--- src/rtl/commit_marker_queue.sv ---
// commit_marker_queue: decodes SLTI-x0 phase markers on the commit lanes,
// timestamps them and queues them in program order for the event logger.
module commit_marker_queue #(
  parameter int LANES = 2,
  parameter int DEPTH = 8,
  parameter int CYC_W = 32,
  localparam int LW = (LANES > 1) ? $clog2(LANES) : 1
) (
  input  logic                  clock,
  input  logic                  reset,
  input  logic [LANES-1:0]      commit_valid,
  input  logic [32*LANES-1:0]   commit_inst,
  output logic                  evt_valid,
  input  logic                  evt_ready,
  output logic [2:0]            evt_phase,
  output logic                  evt_is_end,
  output logic [LW-1:0]         evt_lane,
  output logic [CYC_W-1:0]      evt_time,
  output logic                  evt_seq_err,
  output logic                  seq_err,
  output logic                  overflow,
  output logic [7:0]            drop_cnt,
  output logic [6:0]            open_mask
);

  localparam int AW = $clog2(DEPTH);
  localparam int CW = AW + 1;

  typedef struct packed {
    logic [2:0]       phase;
    logic             is_end;
    logic [LW-1:0]    lane;
    logic [CYC_W-1:0] ts;
    logic             serr;
  } ent_t;

  ent_t             mem_q [DEPTH];
  ent_t             mem_d [DEPTH];
  logic [AW-1:0]    wr_q, wr_d;
  logic [AW-1:0]    rd_q, rd_d;
  logic [CW-1:0]    cnt_q, cnt_d;
  logic             valid_q, valid_d;
  logic [CYC_W-1:0] cyc_q, cyc_d;
  logic [6:0]       open_q, open_d;
  logic             serr_q, serr_d;
  logic             ovf_q, ovf_d;
  logic [7:0]       drop_q, drop_d;

  logic             pop;
  logic [CW-1:0]    free;
  logic [CW-1:0]    npush;
  logic [31:0]      inst;
  logic [3:0]       code;
  logic             hit;
  logic             err;
  ent_t             head;

  // Decode lanes oldest-first, track pairing, push or drop each marker.
  always_comb begin
    mem_d  = mem_q;
    open_d = open_q;
    serr_d = serr_q;
    ovf_d  = ovf_q;
    drop_d = drop_q;
    inst   = '0;
    code   = '0;
    hit    = 1'b0;
    err    = 1'b0;
    pop    = valid_q & evt_ready;
    free   = CW'(DEPTH) - cnt_q + CW'(pop);
    npush  = '0;
    for (int i = 0; i < LANES; i++) begin
      inst = commit_inst[32*i +: 32];
      code = inst[23:20];
      hit  = commit_valid[i]
          && (inst[31:24] == 8'h00)
          && (inst[19:0] == 20'h02013)
          && (code <= 4'd13);
      err  = 1'b0;
      if (hit) begin
        err = code[0] ? !open_d[code[3:1]]
                      : open_d[code[3:1]];
        open_d[code[3:1]] = !code[0];
        if (err) serr_d = 1'b1;
        if (npush < free) begin
          mem_d[wr_q + AW'(npush)] = '{
            phase:  code[3:1],
            is_end: code[0],
            lane:   LW'(i),
            ts:     cyc_q,
            serr:   err
          };
          npush = npush + CW'(1);
        end else begin
          ovf_d = 1'b1;
          if (drop_d != 8'hff) drop_d = drop_d + 8'd1;
        end
      end
    end
    cnt_d   = cnt_q + npush - CW'(pop);
    wr_d    = wr_q + AW'(npush);
    rd_d    = rd_q + AW'(pop);
    cyc_d   = cyc_q + CYC_W'(1);
    valid_d = (cnt_d != '0);
  end

  // Control state with synchronous active-low reset.
  always_ff @(posedge clock) begin
    if (!reset) begin
      wr_q    <= '0;
      rd_q    <= '0;
      cnt_q   <= '0;
      valid_q <= 1'b0;
      cyc_q   <= '0;
      open_q  <= '0;
      serr_q  <= 1'b0;
      ovf_q   <= 1'b0;
      drop_q  <= '0;
    end else begin
      wr_q    <= wr_d;
      rd_q    <= rd_d;
      cnt_q   <= cnt_d;
      valid_q <= valid_d;
      cyc_q   <= cyc_d;
      open_q  <= open_d;
      serr_q  <= serr_d;
      ovf_q   <= ovf_d;
      drop_q  <= drop_d;
    end
  end

  // Entry storage; stale contents are hidden by the valid mask.
  always_ff @(posedge clock) begin
    if (reset) begin
      mem_q <= mem_d;
    end
  end

  assign head        = mem_q[rd_q];
  assign evt_valid   = valid_q;
  assign evt_phase   = valid_q ? head.phase  : '0;
  assign evt_is_end  = valid_q ? head.is_end : 1'b0;
  assign evt_lane    = valid_q ? head.lane   : '0;
  assign evt_time    = valid_q ? head.ts     : '0;
  assign evt_seq_err = valid_q ? head.serr   : 1'b0;
  assign seq_err     = serr_q;
  assign overflow    = ovf_q;
  assign drop_cnt    = drop_q;
  assign open_mask   = open_q;

endmodule

--- config.mk ---
export PLATFORM = sky130hd
export DESIGN_NAME = commit_marker_queue
export DESIGN_NICKNAME = d
export VERILOG_FILES = /design/src/rtl/commit_marker_queue.sv
export SDC_FILE = /design/constraint.sdc
export NUM_CORES = 1
export LEC_CHECK = 0
export CAP_MARGIN = 10
export CORE_UTILIZATION = 55
export CTS_BUF_LIST = sky130_fd_sc_hd__clkbuf_4
export DETAILED_ROUTE_END_ITERATION = 8
export DONT_BUFFER_PORTS = 1
export PLACE_DENSITY = 0.72
export RECOVER_POWER = 50
export SLEW_MARGIN = 5
export SYNTH_ARGS = -nofsm -noshare
export SYNTH_HDL_FRONTEND = slang
export SYNTH_SLANG_ARGS = --single-unit
--- constraint.sdc ---
create_clock -name clock -period 5.8 [get_ports clock]
set_input_delay 1.16 -clock clock [delete_from_list [all_inputs] [get_ports clock]]
set_output_delay 1.16 -clock clock [all_outputs]
set_load 0.01 [all_outputs]
Word level (Yosys, flattened, before mapping)
Index checks and enable logic that the tools add are counted.
{"block": "totals", "rom_bits": 0, "n_memories": 0, "ram_bits": 0, "inputBits": 69, "register_bits": 364, "latch_bits": 0, "wordCells": 148}
{"block": "op_classes", "n_eq_ne": 4, "addsub": 11, "shifts": 0, "div_mod_pow": 0, "n_reduce_logical": 17, "multipliers": 0, "mux": 50, "magnitude_cmp": 13, "n_bitwise": 4}
{"cell": "$mux 304", "n": 4}
{"cell": "$bwmux 304", "n": 2}
{"cell": "$demux 38 s3", "n": 2}
{"cell": "$mux 38", "n": 4}
{"cell": "$bmux 38 s3", "n": 1}
{"cell": "$mux 8", "n": 6}
{"cell": "$eq 20x14->1 const B", "n": 2}
{"cell": "$add 32x1->32 const B", "n": 1}
{"cell": "$mux 32", "n": 1}
{"cell": "$mux 1", "n": 19}
{"cell": "$add 8x1->8 const B", "n": 2}
{"cell": "$logic_not 8->1", "n": 2}
{"cell": "$ne 8x8->1 const B", "n": 2}
{"cell": "$bwmux 7", "n": 2}
{"cell": "$mux 7", "n": 2}
{"cell": "$ge 4x4->1 const B", "n": 3}
{"cell": "$not 3->4", "n": 3}
{"cell": "$logic_and 1x1->1", "n": 10}
{"cell": "$le 4x4->1 const B", "n": 2}
{"cell": "$lt 3x4->1 const B", "n": 2}
{"cell": "$lt 4x1->1 const B", "n": 2}
{"cell": "$mux 4", "n": 2}
{"cell": "$add 3x3->3", "n": 2}
{"cell": "$bmux 1 s3", "n": 2}
{"cell": "other kinds (14)", "n": 19}

Depth between registers and ports, before layout
{"block": "depth", "depth_word": 14, "mapped_depth": 21, "ltp_nobuf": 19}

Worst setup path after synthesis
OpenSTA, ideal clock, no wires.
{"block": "synth_timing", "path_kind": "input to register", "from": "in evt_ready", "to": "reg valid_q, in the netlist evt_valid", "arrival_time_ps": 4462, "cell_stages": 18, "slack_ps": 1204, "required_ps": 5666, "path_buffers": 1, "cell_sequence": "nand2_1 -> ha_1 -> or3_1 -> a31o_1 -> and3_4 -> buf_6 -> nor2_1 -> ha_1 -> a21o_1 -> inv_1 -> ha_1 -> inv_1 -> ha_1 -> inv_1 -> fa_1 -> xor2_1 -> nor2_1 -> or4_1"}
{"block": "synth_via", "elab_chain_cells": 11, "word_cells_on_any_way": 12, "classes_between": "4 x add/sub; 2 x order compare; 4 x mux; 1 x bitwise; 1 x reduce/logical"}
{"item": "from (decl)", "line": "14", "source": "input logic evt_ready,"}
{"item": "$and 1x1->1 *", "line": "69", "source": "pop = valid_q & evt_ready;"}
{"item": "$add 4x1->4", "line": "70", "source": "free = CW'(DEPTH) - cnt_q + CW'(pop);"}
{"item": "$lt 1x4->1", "line": "85", "source": "if (npush < free) begin"}
{"item": "$mux 1", "line": "85"}
{"item": "$mux 1", "line": "80", "source": "if (hit) begin"}
{"item": "$add 4x1->4 or $lt 4x4->1 (tied branches)", "line": "93, 85"}
{"item": "$mux 4", "line": "85"}
{"item": "$mux 4", "line": "80"}
{"item": "$add 4x4->4", "line": "100", "source": "cnt_d = cnt_q + npush - CW'(pop);"}
{"item": "$sub 4x1->4 *", "line": "100"}
{"item": "$reduce_bool 4->1 *", "line": "104", "source": "valid_d = (cnt_d != '0);"}
{"item": "to (signal assigned)", "line": "123", "source": "valid_q <= valid_d;"}
{"item": "to (decl)", "line": "42", "source": "logic valid_q, valid_d;"}
Every way passes the cells marked *; elsewhere a longest branch is shown, timed or not.
A chain may end at the register's enable or synchronous reset.

Worst setup path after layout
{"block": "layout_timing", "from": "reg rd_q[1]", "to": "out evt_time[0]"}
{"block": "layout_via", "elab_chain_cells": 5}
{"item": "from (decl)", "line": "40", "source": "logic [AW-1:0] rd_q, rd_d;"}
{"item": "from (signal assigned)", "line": "121", "source": "rd_q <= rd_d;"}
{"item": "$not 3->4 (not written as such)", "line": "139", "source": "assign head = mem_q[rd_q];"}
{"item": "$bmux 38 s3", "line": "139"}
{"item": "$mux 38 (not written as such) (2 in a row)", "line": "139"}
{"item": "$mux 32", "line": "144", "source": "assign evt_time = valid_q ? head.ts : '0;"}
{"item": "to (decl)", "line": "18", "source": "output logic [CYC_W-1:0] evt_time,"}
No other way between the ends. The select of a mux whose other input is x is not followed.

==> impl_results.md <==
* Setup crit start kind: register
* Sinks on the clock net at 364
* Max Fclk at 235.5 MHz
* Share of post-route cells with drive strength above 1 at 35.09%
* Standard cell area after detailed placement at 20,280 um^2
* Number of standard cells after synthesis at 1,467
* Arithmetic-cell share of the synthesized area counting full adders, half adders and majority gates at 1.201%
* Fraction of post-synthesis cell area in the top cell type by area at 45.63%
* Clock slew seen by the registers of the worst setup and hold paths at 60 ps
* Post-CTS Setup Repair Bufs at 0
* Number of nets in the final layout at 1,558
* Total chip power at 6.604 mW
* Wire length of the first global-routing pass at 68,410 um
* Global placement routability congestion at 0.8553
* Failing checks: design-rule violations, max-capacitance violations, max-slew violations
* CP Data Arrival Time at 3090 ps
* Depth of the worst hold-timing path at 1
* Max-slew violations at 46
* Type of destination of the critical path: primary output
* Count of yosys warnings during synthesis at 0
* Antenna violations before repair at 2
* Power density over cell area at 305.0 nW/um^2
* Setup CP Type: register to primary output
* Core box area at 35,660 um^2
* IR Drop Worst-Case VDD at 0.0001704 V
* Max-Slew Margin vs Limit at -13.76%
* Number of remaining DRC errors at 6
* Worst flop-to-flop path startpoint: evt_valid$_SDFF_PN0_
* CP startpoint: rd_q[1]$_SDFF_PN0_
* Root buf cell: clkbuf_4
* Final min period at 4246 ps
* Part of the Yosys area used for sequential elements at 51.64%
* Die extent in y at 192.7 um
* Count of TritonRoute iterations in the first routing pass at 7
* # hold bufs at CTS at 0
* Synth unique cells at 64
* Most common flop cell mapped by yosys: edfxtp_1
* Req. time, crit path at 4640 ps
* Congestion Overflow GR at 0
* Initial core utilization at 56.10%
* Area growth syn-to-layout at 8.250%
* Async S/R FF share, synth at 0%
* Unrepaired setup endpoints after global routing: false
* Area enclosed by the die boundary at 37,140 um^2
* Routed via count at 12,440
* Cell type with the highest aggregate area in the netlist: edfxtp_1
* EDFF count, synth at 304
* Synthesized area at 20,000 um^2
* Maximum fanout along the worst path at 62
* Post-route fraction of the period consumed by the critical path at 73.21%
* Post-detailed-route count of antenna-violating nets at 0
* Count of placed standard cells including taps at 1,831
* Final non-filler cell total at 2,018
* Number of violations of the max-capacitance limit at 1
* Total count of hold-check failures in the final report at 0
* Min Hold Slack at 489.8 ps
* FF-to-FF End: mem_q[84]$_DFFE_PP_
* Clock tree from TritonCTS: done
* Synth Register Bits at 364
* Maximum number of pins on one net before global-route repair at 324
* Via count of the first global-routing pass at 12,499
* Total routing usage reported by global routing at 23.77%
* Final-report setup violation count at 0
* Maximum level of the CTS H-tree at 3
* Endpoint of the worst hold-timing path: open_mask[3]$_SDFF_PN0_
* Maximum buffer depth of the clock tree at 3
* Clock latency on the worst-skew pair at 770 ps
* Transition at the pin with the smallest max-transition slack at 1705 ps
* Top area cells in the synthesized netlist: edfxtp_1, mux2_2, mux4_2
* Starting DRC count in detailed routing at 883
* Number of placed I/O pins at 125
* Average cell area after synthesis at 13.64 um^2
* XOR/XNOR Fraction of Synth Area at 1.489%
* Synthesized-area fraction occupied by ao, oa, aoi and oai cells at 3.897%
* Post-Route WL at 43,130 um
* Mapped Nets at 1,554
* Die X-Extent at 192.7 um
* Setup slack on the worst flop-to-flop path at 1750 ps
* Worst reg-to-reg path cell count at 16
* Placement Rows at 69
* Avg Vias per Cell at 6.165
* Final setup TNS at 0 ps
* Post-Route Skew at 70.89 ps
* Cells resized by post-CTS repair at 0
* Dominant combinational cell family by area after synthesis: multiplexers
* Detailed-placement wirelength estimate at 25,500 um
* Port bufs at 0
* Leakage power at 7.752 nW
* Inserted Clock Buffers at 99
* Result of the run: complete, but fails checks
* Post-synthesis simple-gate area fraction at 9.219%
* Type of the tightest min-delay check: primary input to register
* Origin of the worst min-delay path: commit_inst[52]
* Per-cell routed wire length at 21.37 um
* Mux contribution to synthesized area at 29.45%
* Post-route cell area at 21,650 um^2
==> power by group <==
| part | total, mW | internal (mW) | switching [mW] | leakage (nW) |
|---|---|---|---|---|
| registers | 3.14 | 3.00 | 0.142 | 3.46 |
| clock network | 2.45 | 1.35 | 1.10 | 0.814 |
| logic | 1.02 | 0.532 | 0.484 | 3.48 |
| total | 6.60 | 4.88 | 1.72 | 7.75 |
==> critical path: stages (launching register included) <==
cell and delay, ps:
dfxtp_4 1050, buf_4 420, mux4_2 350, mux2i_1 320, nor2b_1 150
==> synthesized netlist by cell type, types with 14 or more instances <==
cell and instances:
nand3_1 25, dfxtp_1 60, buf_2 19, nor2_1 79
mux4_2 76, clkbuf_1 79, mux2_4 60, edfxtp_1 304
nor4_1 17, xnor2_1 17, xor2_1 17, or3_1 14
mux2_2 204, mux2i_1 97, ha_1 16, nand2_1 73
inv_1 27, nor2b_1 44, o21ai_0 33, a21oi_1 38
==> flip-flops by register name (all words and copies together) (netlist names) <==
| name | flops |
|---|---|
| cyc_q | 32 |
| wr_q | 3 |
| open_mask | 7 |
| drop_cnt | 8 |
| overflow | 1 |
| cnt_q | 4 |
| evt_valid | 1 |
| seq_err | 1 |
| rd_q | 3 |
| mem_q | 304 |
==> cells in the final DEF (no fill, tap or decap), types with 11 or more instances in the layout <==
master    count
edfxtp_1    304
mux2_2      203
clkbuf_4    162
mux2i_1      97
nor2_1       78
mux4_2       76
nand2_1      69
mux2_4       60
dfxtp_1      56
nor2b_1      44
a21oi_1      38
o21ai_0      33
inv_1        28
nand3_1      25
nor4_1       17
xor2_1       17
xnor2_1      17
buf_4        17
ha_1         16
clkinv_1     15
nor3_1       14
or3_1        14
nand4_1      13
and3_1       11
==> logic make-up after synthesis <==
| family | count (synthesis) |
|---|---|
| XOR/XNOR | 34 |
| AO/OA/AOI/OAI | 123 |
| buffers and inverters | 145 |
| multiplexers | 438 |
| flip-flops | 364 |
| AND/OR/NAND/NOR | 345 |
| adder cells (fa/ha/maj) | 18 |
==> how the worst max path moves through the flow <==
| stage | end | slack [ps] | cells after the start |
|---|---|---|---|
| 5_1_grt | evt_time[2] | 1410 | 4 |
| 4_1_cts | evt_time[27] | 1510 | 4 |
| 3_5_place_dp | mem_q[49]$_DFFE_PP_ | 980 | 14 |
| 2_1_floorplan | evt_valid$_SDFF_PN0_ | 1200 | 18 |
| 6_report | evt_time[0] | 1550 | 4 |
| 3_3_place_gp | mem_q[49]$_DFFE_PP_ | 1040 | 14 |
==> per-layer routing <==
layer	wire [um]	GRT usage, %
met1	19660	32.71
met2	20330	37.62
met3	2148	4.510
met4	992	8.359
met5	0	0
==> final cells by class <==
class	count	area, um^2
diodes	1	2.502
clock buffers	162	1216
clock inverters	24	166.4
fillers	2781	14000
inverters	28	105.1
multi-input cells	958	9076
flip-flops and latches	364	10340
well taps	461	576.8
repair buffers	20	171.4
==> per-stage QoR <==
step | utilization, % | worst slack [ps]
floorplan | - | 1204
global placement | 56.87 | 1037
detailed placement | 56.87 | 978.3
CTS | 60.75 | 1514
global route | 60.73 | 1411
finish | 60.73 | 1554
Note: power is estimated with default switching activity, not from simulation.
